<file path="src/rtl/opb_fifo_simulink2ppc.sv">
// opb_fifo_simulink2ppc
//   The user logic pushes 32-bit words into an on-chip FIFO. The PowerPC
//   drains that FIFO through an OPB slave window.
//
//   Optional feature macro: OPB_FIFO_SIMULINK2PPC_TSTAMP_EN
//     When defined, each entry carries a 32-bit free-running cycle stamp.
//     A DATA pop latches that stamp into TSTAMP (offset 0x08).
//
//   Ports
//     OPB_Clk, OPB_Rst        : clock and synchronous active-high reset
//     OPB_ABus/BE/DBus/RNW    : OPB master request (big-endian bit numbering)
//     OPB_select, OPB_seqAddr : transfer request; seqAddr is ignored
//     Sl_DBus, Sl_xferAck     : registered read data and one-cycle acknowledge
//     Sl_errAck/retry/toutSup : tied low
//     user_data_in/user_valid : user-side push port
//     user_full               : FIFO holds D entries
//
//   Register map (offset bits [3:2])
//     0x00 DATA   RO  pops the head word; reads 0 when the FIFO is empty
//     0x04 STATUS     {ovf, unf, 12'b0, full, empty, count[15:0]}; W1C on 31/30
//     0x08 TSTAMP RO  timestamp of the last popped word (0 if the feature is off)
//     0x0C        RO  reads 0
module opb_fifo_simulink2ppc #(
  parameter logic [31:0] C_BASEADDR    = 32'h01100500,
  parameter logic [31:0] C_HIGHADDR    = 32'h011005FF,
  parameter int          C_OPB_AWIDTH  = 32,
  parameter int          C_OPB_DWIDTH  = 32,
  parameter              C_FAMILY      = "virtex6",
  parameter int          C_FIFO_AWIDTH = 4
) (
  input  logic                      OPB_Clk,
  input  logic                      OPB_Rst,
  input  logic [0:C_OPB_AWIDTH-1]   OPB_ABus,
  input  logic [0:C_OPB_DWIDTH/8-1] OPB_BE,
  input  logic [0:C_OPB_DWIDTH-1]   OPB_DBus,
  input  logic                      OPB_RNW,
  input  logic                      OPB_select,
  input  logic                      OPB_seqAddr,
  output logic [0:C_OPB_DWIDTH-1]   Sl_DBus,
  output logic                      Sl_xferAck,
  output logic                      Sl_errAck,
  output logic                      Sl_retry,
  output logic                      Sl_toutSup,
  input  logic [31:0]               user_data_in,
  input  logic                      user_valid,
  output logic                      user_full
);

  localparam int unsigned AW = C_FIFO_AWIDTH;
  localparam int unsigned D  = 1 << AW;
  localparam logic [AW:0] DEPTH = {1'b1, {AW{1'b0}}};

`ifdef OPB_FIFO_SIMULINK2PPC_TSTAMP_EN
  localparam int unsigned EW = 64;
`else
  localparam int unsigned EW = 32;
`endif

  localparam bit FAMILY_SET = (C_FAMILY != "");

  typedef enum logic [1:0] {
    REG_DATA   = 2'd0,
    REG_STATUS = 2'd1,
    REG_TSTAMP = 2'd2,
    REG_SPARE  = 2'd3
  } reg_sel_e;

  logic [31:0]   addr, offset, wdata, rdata;
  reg_sel_e      reg_sel;
  logic          hit, rd_data, pop, push, uflow_set, oflow_set;
  logic          w1c, clr_ovf, clr_unf;
  logic          empty, full;
  logic          overflow, underflow;
  logic [AW-1:0] head, tail;
  logic [AW:0]   count;
  logic [EW-1:0] mem [D];
  logic [EW-1:0] head_word;
  logic          unused_ok;

`ifdef OPB_FIFO_SIMULINK2PPC_TSTAMP_EN
  logic [31:0] ts_cnt;
  logic [31:0] tstamp;
`endif

  assign Sl_errAck  = 1'b0;
  assign Sl_retry   = 1'b0;
  assign Sl_toutSup = 1'b0;

  assign addr    = OPB_ABus;
  assign wdata   = OPB_DBus;
  assign offset  = addr - C_BASEADDR;
  assign reg_sel = reg_sel_e'(offset[3:2]);

  // The ack guard keeps the cycle that shows the ack from being a new hit.
  assign hit = OPB_select && (addr >= C_BASEADDR) && (addr <= C_HIGHADDR) && !Sl_xferAck;

  assign empty     = (count == '0);
  assign full      = (count == DEPTH);
  assign user_full = full;

  assign rd_data   = hit && OPB_RNW && (reg_sel == REG_DATA);
  assign pop       = rd_data && !empty;
  assign uflow_set = rd_data && empty;
  // A pop in the same cycle frees the slot a full FIFO needs.
  assign push      = user_valid && (!full || pop);
  assign oflow_set = user_valid && full && !pop;

  assign w1c     = hit && !OPB_RNW && (reg_sel == REG_STATUS) && OPB_BE[0];
  assign clr_ovf = w1c && wdata[31];
  assign clr_unf = w1c && wdata[30];

  // Distributed-RAM style read so DATA returns one cycle after the hit.
  assign head_word = mem[head];

  always_comb begin
    rdata = '0;
    case (reg_sel)
      REG_DATA:   if (!empty) rdata = head_word[31:0];
      REG_STATUS: rdata = {overflow, underflow, 12'b0, full, empty, 16'(count)};
`ifdef OPB_FIFO_SIMULINK2PPC_TSTAMP_EN
      REG_TSTAMP: rdata = tstamp;
`else
      REG_TSTAMP: rdata = '0;
`endif
      default:    rdata = '0;
    endcase
  end

  always_ff @(posedge OPB_Clk) begin
    if (OPB_Rst) begin
      Sl_xferAck <= 1'b0;
      Sl_DBus    <= '0;
    end else begin
      Sl_xferAck <= hit;
      Sl_DBus    <= (hit && OPB_RNW) ? rdata : '0;
    end
  end

  always_ff @(posedge OPB_Clk) begin
    if (push) begin
`ifdef OPB_FIFO_SIMULINK2PPC_TSTAMP_EN
      mem[tail] <= {ts_cnt, user_data_in};
`else
      mem[tail] <= user_data_in;
`endif
    end
  end

  always_ff @(posedge OPB_Clk) begin
    if (OPB_Rst) begin
      head      <= '0;
      tail      <= '0;
      count     <= '0;
      overflow  <= 1'b0;
      underflow <= 1'b0;
    end else begin
      if (pop)  head <= head + AW'(1);
      if (push) tail <= tail + AW'(1);
      case ({push, pop})
        2'b10:   count <= count + (AW+1)'(1);
        2'b01:   count <= count - (AW+1)'(1);
        default: count <= count;
      endcase
      // A set event in the same cycle as its W1C wins.
      overflow  <= oflow_set | (overflow  & ~clr_ovf);
      underflow <= uflow_set | (underflow & ~clr_unf);
    end
  end

`ifdef OPB_FIFO_SIMULINK2PPC_TSTAMP_EN
  always_ff @(posedge OPB_Clk) begin
    if (OPB_Rst) begin
      ts_cnt <= '0;
      tstamp <= '0;
    end else begin
      ts_cnt <= ts_cnt + 32'd1;
      if (pop) tstamp <= head_word[63:32];
    end
  end
`endif

  assign unused_ok = ^{OPB_seqAddr, OPB_BE[1:C_OPB_DWIDTH/8-1], wdata[29:0],
                       offset[31:4], offset[1:0], FAMILY_SET};

endmodule

</file>
<file path="config.mk">
export PLATFORM = sky130hd
export DESIGN_NAME = opb_fifo_simulink2ppc
export DESIGN_NICKNAME = d
export VERILOG_FILES = /design/src/rtl/opb_fifo_simulink2ppc.sv
export SDC_FILE = /design/constraint.sdc
export NUM_CORES = 1
export LEC_CHECK = 0
export BUFFER_PORTS_ARGS = -buffer_cell sky130_fd_sc_hd__buf_2
export CORE_AREA = 2 2 201 203
export CTS_BUF_LIST = sky130_fd_sc_hd__clkbuf_4
export CTS_CLUSTER_DIAMETER = 60
export DETAILED_ROUTE_END_ITERATION = 12
export DIE_AREA = 0 0 203 205
export PLACE_DENSITY = 0.78
export SYNTH_ARGS = -nofsm -noshare
export SYNTH_HDL_FRONTEND = slang
export SYNTH_SLANG_ARGS = --single-unit
</file>
<file path="constraint.sdc">
create_clock -name OPB_Clk -period 6.95 [get_ports OPB_Clk]
set_input_delay 0.3475 -clock OPB_Clk [delete_from_list [all_inputs] [get_ports OPB_Clk]]
set_output_delay 0.3475 -clock OPB_Clk [all_outputs]
set_load 0.02 [all_outputs]
</file>
; ---- Word-level counts from Yosys, hierarchy flattened
; Memory sizes are Yosys's and may differ from the RTL's. A register that Yosys moved wholly into a read port is not among the register bits.
; Cells that the tools add are included.
[totals]
reg_bits = 48
mem_bits_rw = 512
input_bits = 106
out_inout_bits = 37
word_cells = 58
memories = 1
[classes]
n_addsub = 5
order_cmp = 2
n_eq_ne = 4
mux = 7
n_bitwise = 7
n_reduce_logical = 25
[memory_table]
columns = name, depth, width, rd, rd_clocked_by_memory_dff, wr, line
row1 = mem, 16, 32, 1, 1, 1, 76  ; logic [EW-1:0] mem [D];
[op_table]
columns = op, count
row1 = $pmux 32 s2, 1
row2 = $ge 32x25->1 const B, 1
row3 = $le 32x25->1 const B, 1
row4 = $mux 32, 1
row5 = $logic_and 1x1->1, 15
row6 = $pmux 5 s2, 1
row7 = $add 4x1->4 const B, 2
row8 = $mux 4, 2
row9 = $add 5x1->5 const B, 1
row10 = $eq 5x5->1 const B, 1
row11 = $logic_not 1->1, 5
row12 = $logic_not 5->1, 1
row13 = $sub 5x1->5 const B, 1
row14 = $eq 2x1->1 const B, 2
row15 = $sub 4x1->4 const B, 1
row16 = $not 1->1, 3
row17 = $and 1x1->1, 2
row18 = $eq 2x2->1 const B, 1
row19 = $logic_not 2->1, 1
row20 = $mux 1, 2
row21 = $or 1x1->1, 2
row22 = $reduce_bool 2->1, 1
row23 = $reduce_or 2->1, 1
row24 = $logic_or 1x1->1, 1

; ---- Depth between registers and ports, before layout
; Gate-level depths: netlist (run 1).
[logic_depth]
depth_word = 11
depth_mapped = 12
ltp_nobuf = 10

; ---- Worst setup path before layout (run 1)
; Ideal clock, no wire load.
[synth_path]
path_type = flip-flop to flip-flop
startpoint = register Sl_xferAck
endpoint = memory mem[0][0] (enable)
setup_time_ns = 0.501
arrival_ns = 4.530
required_ns = 6.449
slack_ns = 1.919
path_stages_with_launch = 6
path_buffers = 0
period_less_slack_ns = 5.031
path_cell_list = dfxtp_1 -> nor3b_1 -> nand4_4 -> nor4_4 -> o21ai_2 -> nor4_1
[synth_via]
elab_chain_len = 9
[synth_rtl]
columns = item, line
row1 = from (decl), 40  ; output logic Sl_xferAck,
row2 = from (signal assigned), 134  ; Sl_xferAck <= hit;
row3 = $logic_not 1->1, 95  ; assign hit = OPB_select && (addr >= C_BASEADDR) && (addr <= C_HIGHADDR) && !Sl_xferAck;
row4 = $logic_and 1x1->1, 95
row5 = $logic_and 1x1->1 (2 in series), 101  ; assign rd_data = hit && OPB_RNW && (reg_sel == REG_DATA);
row6 = $logic_and 1x1->1, 102  ; assign pop = rd_data && !empty;
row7 = $logic_or 1x1->1, 105  ; assign push = user_valid && (!full || pop);
row8 = $logic_and 1x1->1, 105
row9 = $mux 1, 140  ; if (push) begin
row10 = $mux 1 (implied by the code), 144  ; mem[tail] <= user_data_in;
row11 = to (decl), 76
; Every way passes these cells.

==> results of run 1 <==
[cell usage after synthesis (all sizes together) (4+ instances only)]
library cell	number	area, um^2
xor2	6	52.6
mux4	160	3600
nor2	37	139
edfxtp	512	15400
inv	8	30.0
nand3b	4	30.0
nor2b	27	169
and2	5	31.3
nor4	11	135
ha	7	87.6
clkbuf	25	93.8
buf	26	136
a21oi	6	41.3
dfxtp	52	1040
o21ai	6	33.8
a22oi	9	67.6
nand4	6	52.6
nand2	14	52.6
nand3	5	25.0
nor3	8	50.1
[how the worst min path moves through the flow]
stage	from	end	slack (ns)	depth (start not counted)
after global routing	user_valid	count[3]	0.08	3
after detailed placement	underflow	underflow	0.45	2
after floorplan	underflow	underflow	0.43	2
final	OPB_ABus[28]	Sl_DBus[31]	0.1	3
after CTS	OPB_ABus[28]	Sl_DBus[1]	0.05	3
after global placement	underflow	underflow	0.45	2
[power breakdown]
part	switching, mW	internal (mW)	leakage, nW
clock	1.23	1.39	1.04
sequential	0.0179	3.74	5.05
combinational	0.136	0.0928	2.00
[flip-flops by register name, summed over array words and instances, names as in the netlist, named ones only]
signal,cells
Sl_xferAck,1
Sl_DBus,32
mem,512
overflow,1
count,5
head,4
tail,4
underflow,1
[area by class of cell]
type                    instances  share of cell area, %
diodes                          1                 0.0101
clock buffers                 205                   6.18
clock inverters                38                  0.704
inverters                       8                  0.121
multi-input cells             338                   19.6
flip-flops and latches        564                   66.0
well taps                     525                   2.64
repair buffers                174                   4.71
[worst reg2reg max path: stages (launching register included)]
cell           delay (ns)
dfxtp_4              0.99
buf_12               0.64
mux4_2               0.66
mux4_2               0.56
nand2_1              0.09
a21oi_1              0.06
dlygate4sd3_1        0.57
[timing repair]
action                                 4_1_cts  5_1_grt
hold buffers                                46        0
endpoints found under the hold margin      534        0
gates resized for setup                      0        0
setup buffers                                0        0
[layer usage]
layer  part of all wire (%)  vias up
li1                       -     4641
met1                     39     5521
met2                     51      501
met3                    8.0       84
met4                    2.4        0
met5                      0        -
[cells by family (layout without fill, tap and decap cells)]
| group | count (synthesis) | count (layout) | share of synthesized area [%] |
|---|---|---|---|
| AO/OA/AOI/OAI | 31 | 31 | 1.05 |
| multiplexers | 162 | 162 | 16.9 |
| AND/OR/NAND/NOR | 126 | 126 | 3.58 |
| other | 1 | 4 | 0.0175 |
| XOR/XNOR | 9 | 9 | 0.367 |
| adder cells (fa/ha/maj) | 7 | 7 | 0.408 |
| buffers and inverters | 59 | 425 | 1.21 |
| flip-flops | 564 | 564 | 76.5 |
[metrics by stage]
stage	setup WS, ns	power, mW
CTS	3.17	6.67
detailed placement	3.18	4.04
floorplan	1.92	3.94
global route	2.95	6.87
finish	3.26	6.60
global placement	3.29	4.02
==> run_results.csv, run 1 <==
group,metric,value,unit
setup_path,crit_chain,"buf_12 > mux4_2 > mux4_2 > nand2_1 > a21oi_1 > dlygate4sd3_1",
timing,fin_crit_sh,53.1,%
finish,final_cell_mix,"512 x edfxtp_1, 205 x clkbuf_4, 160 x mux4_2",
detailed_routing,drt_iter0_drc,909,
finish,final_cells,1853,
timing,setup_tns,0,ns
timing,period_minus_slack,3.69,ns
logic_synthesis,syn_inst,959,
detailed_routing,drcViolationCount,0,
timing,worst_pin_slew,1.01,ns
placed_design,port_buffers,105,
logic_synthesis,synth_area_per_cell,22.4,um^2
cts,tritoncts,"done",
logic_synthesis,ys_warn_count,0,
timing,hold_viol,0,
cts,cts_buffers,141,
setup_path,path_common_cell,"mux4_2",
die,initial_core_util,54.5,%
logic_synthesis,synthesis.area,21500,um^2
detailed_routing,wl_per_cell,23.7,um
finish,nets,1340,
setup_path,crit_family,"buffers and inverters",
finish,multi_input_area,4890,um^2
die,die_x,203,um
placed_design,gp_congestion,0.781,
detailed_routing,first_pass_iters,5,
timing,relSlewSlack,32.9,%
timing,maxSlewViolCount,0,
placed_design,dp.cells,1563,
cts,cts_sinks,564,
grt,antenna_found_initial,1,
timing,finalSetupViolations,0,
grt,grt_use_total,22.0,%
finish,drive_gt1_share,40.5,%
setup_path,cp-endpoint,"Sl_DBus[15]",
setup_path,cp.arrival,4.38,ns
timing,fmax,0.271,GHz
setup_path,ff2ff_path_depth,6,
cts,clk_pin_slew,0.06,ns
placed_design,dpl_cell_area,22700,um^2
logic_synthesis,netlist-cell-type-count,48,
power,power.density,265,nW/um^2
setup_path,rr_endpoint,"Sl_DBus[15]",
grt,overflow,0,
power,ir_drop,0.149,mV
setup_path,critPathLaunchType,"flop",
grt,grt_max_degree,82,
placed_design,dp_hpwl,22200,um
setup_path,crit_type,"flop to flop",
flow_run,drv_cap,0,
grt,met2_usage,36.5,%
worst_hold_path,hp-class,"primary input to flop",
setup_path,cp-end-kind,"flop",
grt,grt_pass1_wl,66400,um
die,core,39400,um^2
setup_path,cp_max_fo,81,
detailed_routing,finalWirelength,43900,um
cts,htreeDepth,4,
finish,final_common_cell,"edfxtp_1",
run_status,status,"completed",
timing,hold_slack,0.0981,ns
grt,use_met3,5.66,%
setup_path,cp_num_buf_inv,2,
die,ios,143,
cts,root_buffer,"clkbuf_4",
logic_synthesis,ys.flop_type,"edfxtp_1",
detailed_routing,vias,10747,
die,die-area,41600,um^2
finish,design_area,24900,um^2
setup_path,max_stage_delay,0.99,ns
die,row_count,73,
logic_synthesis,synth-edff-count,512,
cts,clock_latency,0.80,ns
setup_path,slowest_stage,"dfxtp_4",
setup_path,r2r_slack,3.26,ns
grt,grt-busiest-layer,"met2",
detailed_routing,via_per_inst,5.80,
setup_path,cp.depth,6,
cts,clk_path_buf_depth,3,
die,die_h,205,um
logic_synthesis,synth-seq-cells,564,
finish,fill_cells,2622,
detailed_routing,postRouteAntennaNets,0,
finish,post-route-util,63.2,%
grt,met1_usage,28.0,%
logic_synthesis,synth-async-reset-ratio,0,%
power,leakage,8.09,nW
finish,area_growth,15.9,%
timing,clock_skew,0.0337,ns
timing,rsz0062_at_grt,"no",
grt,first_global_vias,11279,
finish,seqCellArea,16400,um^2
setup_path,worstPathRequired,7.64,ns
logic_synthesis,ys_seq_area_share,76.5,%
(Power assumes the default switching activity.)
==> run 2: changes to the inputs <==
ABC_AREA = 1   (was not set)
CORE_AREA = 2 2 206 208   (was 2 2 201 203)
DIE_AREA = 0 0 208 210   (was 0 0 203 205)
PLACE_DENSITY = 0.77   (was 0.78)
clock period = 3.5 ns   (was 6.95 ns; I/O delays follow)
==> run 2 against run 1 <==
  * Power up 100%
  * Global-route usage up 0.93 points
  * Critical endpoint is now mem[8][15]
  * Cell area up 4.1%
  * Area after synthesis up 4.6%
  * Via count up 31%
  * Worst hold slack worse by 0.022 ns
==> run_results.csv, run 2 <==
group,metric,value,unit
die,die_x,208,um
cts,cts_buffers,140,
setup_path,critPathLaunch,"Sl_xferAck",
worst_hold_path,hold_start,"OPB_ABus[22]",
logic_synthesis,synthTopCellsByArea,"edfxtp_1 68%, mux2i_1 5.5%, o21ai_0 5.2%",
finish,largest_register_ffs,512,
power,p_seq_share,56.0,%
detailed_routing,drt_iter0_drc,1451,
cts,clk_pin_slew,0.07,ns
setup_path,critPathLaunchType,"flop",
setup_path,cp-end-kind,"flop",
cts,tritoncts,"done",
finish,top_regs,"mem x512, Sl_DBus x32, count x5",
die,die_h,210,um
finish,top_register,"mem",
timing,rsz0062_at_grt,"no",
finish,drive_gt1_share,21.3,%
finish,seqCellArea,16400,um^2
logic_synthesis,synth_top_area_share,68.5,%
placed_design,gp_congestion,0.834,
timing,relSlewSlack,27.3,%
timing,worst_pin_slew,1.09,ns
power,clkPwrFrac,41.4,%
grt,grt_max_degree,89,
finish,final_common_cell,"edfxtp_1",
logic_synthesis,ys_seq_area_share,73.1,%
logic_synthesis,yosys-top-cells-count,"512 x edfxtp_1, 235 x o21ai_0, 172 x inv_1",
timing,maxSlewViolCount,0,
cts,post_cts_buffers,0,
logic_synthesis,synth-seq-cells,564,
die,row_count,75,
setup_path,worstPathRequired,3.99,ns
timing,setup_tns,0,ns
detailed_routing,postRouteAntennaNets,0,
finish,final_cell_mix,"512 x edfxtp_1, 235 x o21ai_0, 209 x clkbuf_4",
die,initial_core_util,54.1,%
timing,finalSetupViolations,0,
timing,clock_skew,0.0550,ns
finish,area_growth,15.4,%
grt,antenna_found_initial,2,
detailed_routing,drcViolationCount,0,
setup_path,cp.arrival,3.23,ns
logic_synthesis,netlist-cell-type-count,34,
logic_synthesis,synth_area_per_cell,13.8,um^2
placed_design,dp_hpwl,26000,um
finish,multi_input_area,5020,um^2
logic_synthesis,syn_inst,1632,
run_status,status,"completed",
timing,hold_slack,0.0757,ns
logic_synthesis,synth-async-reset-ratio,0,%
cts,htreeDepth,4,
die,core,41500,um^2
detailed_routing,first_pass_iters,5,
setup_path,reg2reg_from,"Sl_xferAck",
detailed_routing,finalWirelength,49800,um
die,ios,143,
grt,grt_pass1_wl,76600,um
timing,fin_crit_sh,78.4,%
grt,grt_use_total,22.9,%
grt,first_global_vias,13947,
detailed_routing,wl_per_cell,20.0,um
power,power.density,512,nW/um^2
timing,fmax,0.365,GHz
setup_path,crit_type,"flop to flop",
cts,clock_latency,0.84,ns
cts,cts_sinks,564,
logic_synthesis,yosysTopAreaCell,"edfxtp_1",
finish,nets,1969,
power,ir_drop,0.349,mV
logic_synthesis,ys.flop_type,"edfxtp_1",
placed_design,port_buffers,99,
detailed_routing,via_per_inst,5.66,
power,switchingPower,2.75,mW
setup_path,cp_max_fo,17,
power,internal_power,10.5,mW
die,die-area,43700,um^2
timing,period_minus_slack,2.74,ns
power,leakage,8.92,nW
power,finalPower,13.3,mW
power,switching_share,20.7,%
timing,hold_viol,0,
logic_synthesis,yosysMostFrequentCell,"edfxtp_1",
logic_synthesis,ys_warn_count,0,
power,power.share.combinational,2.6,%
worst_hold_path,hp-class,"primary input to flop",
detailed_routing,vias,14095,
grt,overflow,0,
finish,fill_cells,3008,
logic_synthesis,synth-edff-count,512,
cts,clk_path_buf_depth,3,
cts,root_buffer,"clkbuf_4",
flow_run,drv_cap,0,
logic_synthesis,synthesis.area,22500,um^2
-- run 2: logic make-up after synthesis --
| family | share of synthesized area (%) |
|---|---|
| AO/OA/AOI/OAI | 13.0 |
| multiplexers | 5.53 |
| adder cells (fa/ha/maj) | 0.390 |
| buffers and inverters | 5.14 |
| XOR/XNOR | 0.0390 |
| flip-flops | 73.1 |
| other | 0.0167 |
| AND/OR/NAND/NOR | 2.82 |
-- run 2: final cells by class --
class	instances	area share (%)
multi-input cells	793	19.4
flip-flops and latches	564	63.4
inverters	178	2.58
repair buffers	179	5.14
well taps	539	2.60
clock inverters	26	0.845
diodes	2	0.0193
clock buffers	209	6.06
-- run 2: worst paths after layout --
path            endpoint  slack, ns  depth (start not counted)
max reg2reg   mem[8][15]       0.76                         12
min reg2reg  Sl_DBus[30]       0.48                          2
max           mem[8][15]       0.76                         12
min          Sl_DBus[29]       0.08                          8
-- run 2: critical path, cell delays in order, from the launching register on --
cell and delay (ns):
dfxtp_1 0.32, inv_1 0.06, nand4_1 0.10, nor2_2 0.18
nand2_2 0.09, nor2_4 0.11, nand2_2 0.09, nand2_1 0.08
nand2_2 0.09, inv_1 0.13, nand2_1 0.26, nor2_4 0.66
buf_12 0.26
-- run 2: routing by layer --
| metal | vias to the layer above | global-route usage [%] | routed length (um) |
|---|---|---|---|
| met5 | - | 0 | 0 |
| met4 | 0 | 8.02 | 935 |
| met3 | 91 | 4.78 | 4110 |
| met2 | 648 | 37.9 | 24400 |
| met1 | 6844 | 30.3 | 20400 |
| li1 | 6512 | - | - |
-- run 2: repair_timing --
| item | CTS | global route |
|---|---|---|
| hold buffers | 44 | 0 |
| resized for setup | 0 | 0 |
| hold endpoints to repair | 539 | 0 |
-- run 2: per-stage QoR --
| step | std cells | worst slack, ns | utilization, % | instance area (um^2) |
|---|---|---|---|---|
| 4_1_cts | 2488 | 0.773 | 62.5 | 25900 |
| 5_1_grt | 2490 | 0.488 | 62.5 | 25900 |
| 3_5_place_dp | 2209 | 0.678 | 57.1 | 23700 |
| 2_1_floorplan | 1634 | 0.417 | - | 22500 |
| 6_report | 2490 | 0.758 | 62.5 | 25900 |
| 3_3_place_gp | 2209 | 0.770 | 57.1 | 23700 |
-- run 2: power by group through the flow --
stage	Combinational (mW)	Sequential (mW)	Clock, mW
final	0.342	7.43	5.50
after CTS	0.341	7.43	5.61
after floorplan	0.123	7.58	0
after global routing	0.379	7.43	5.95
after global placement	0.291	7.57	0
after detailed placement	0.303	7.58	0
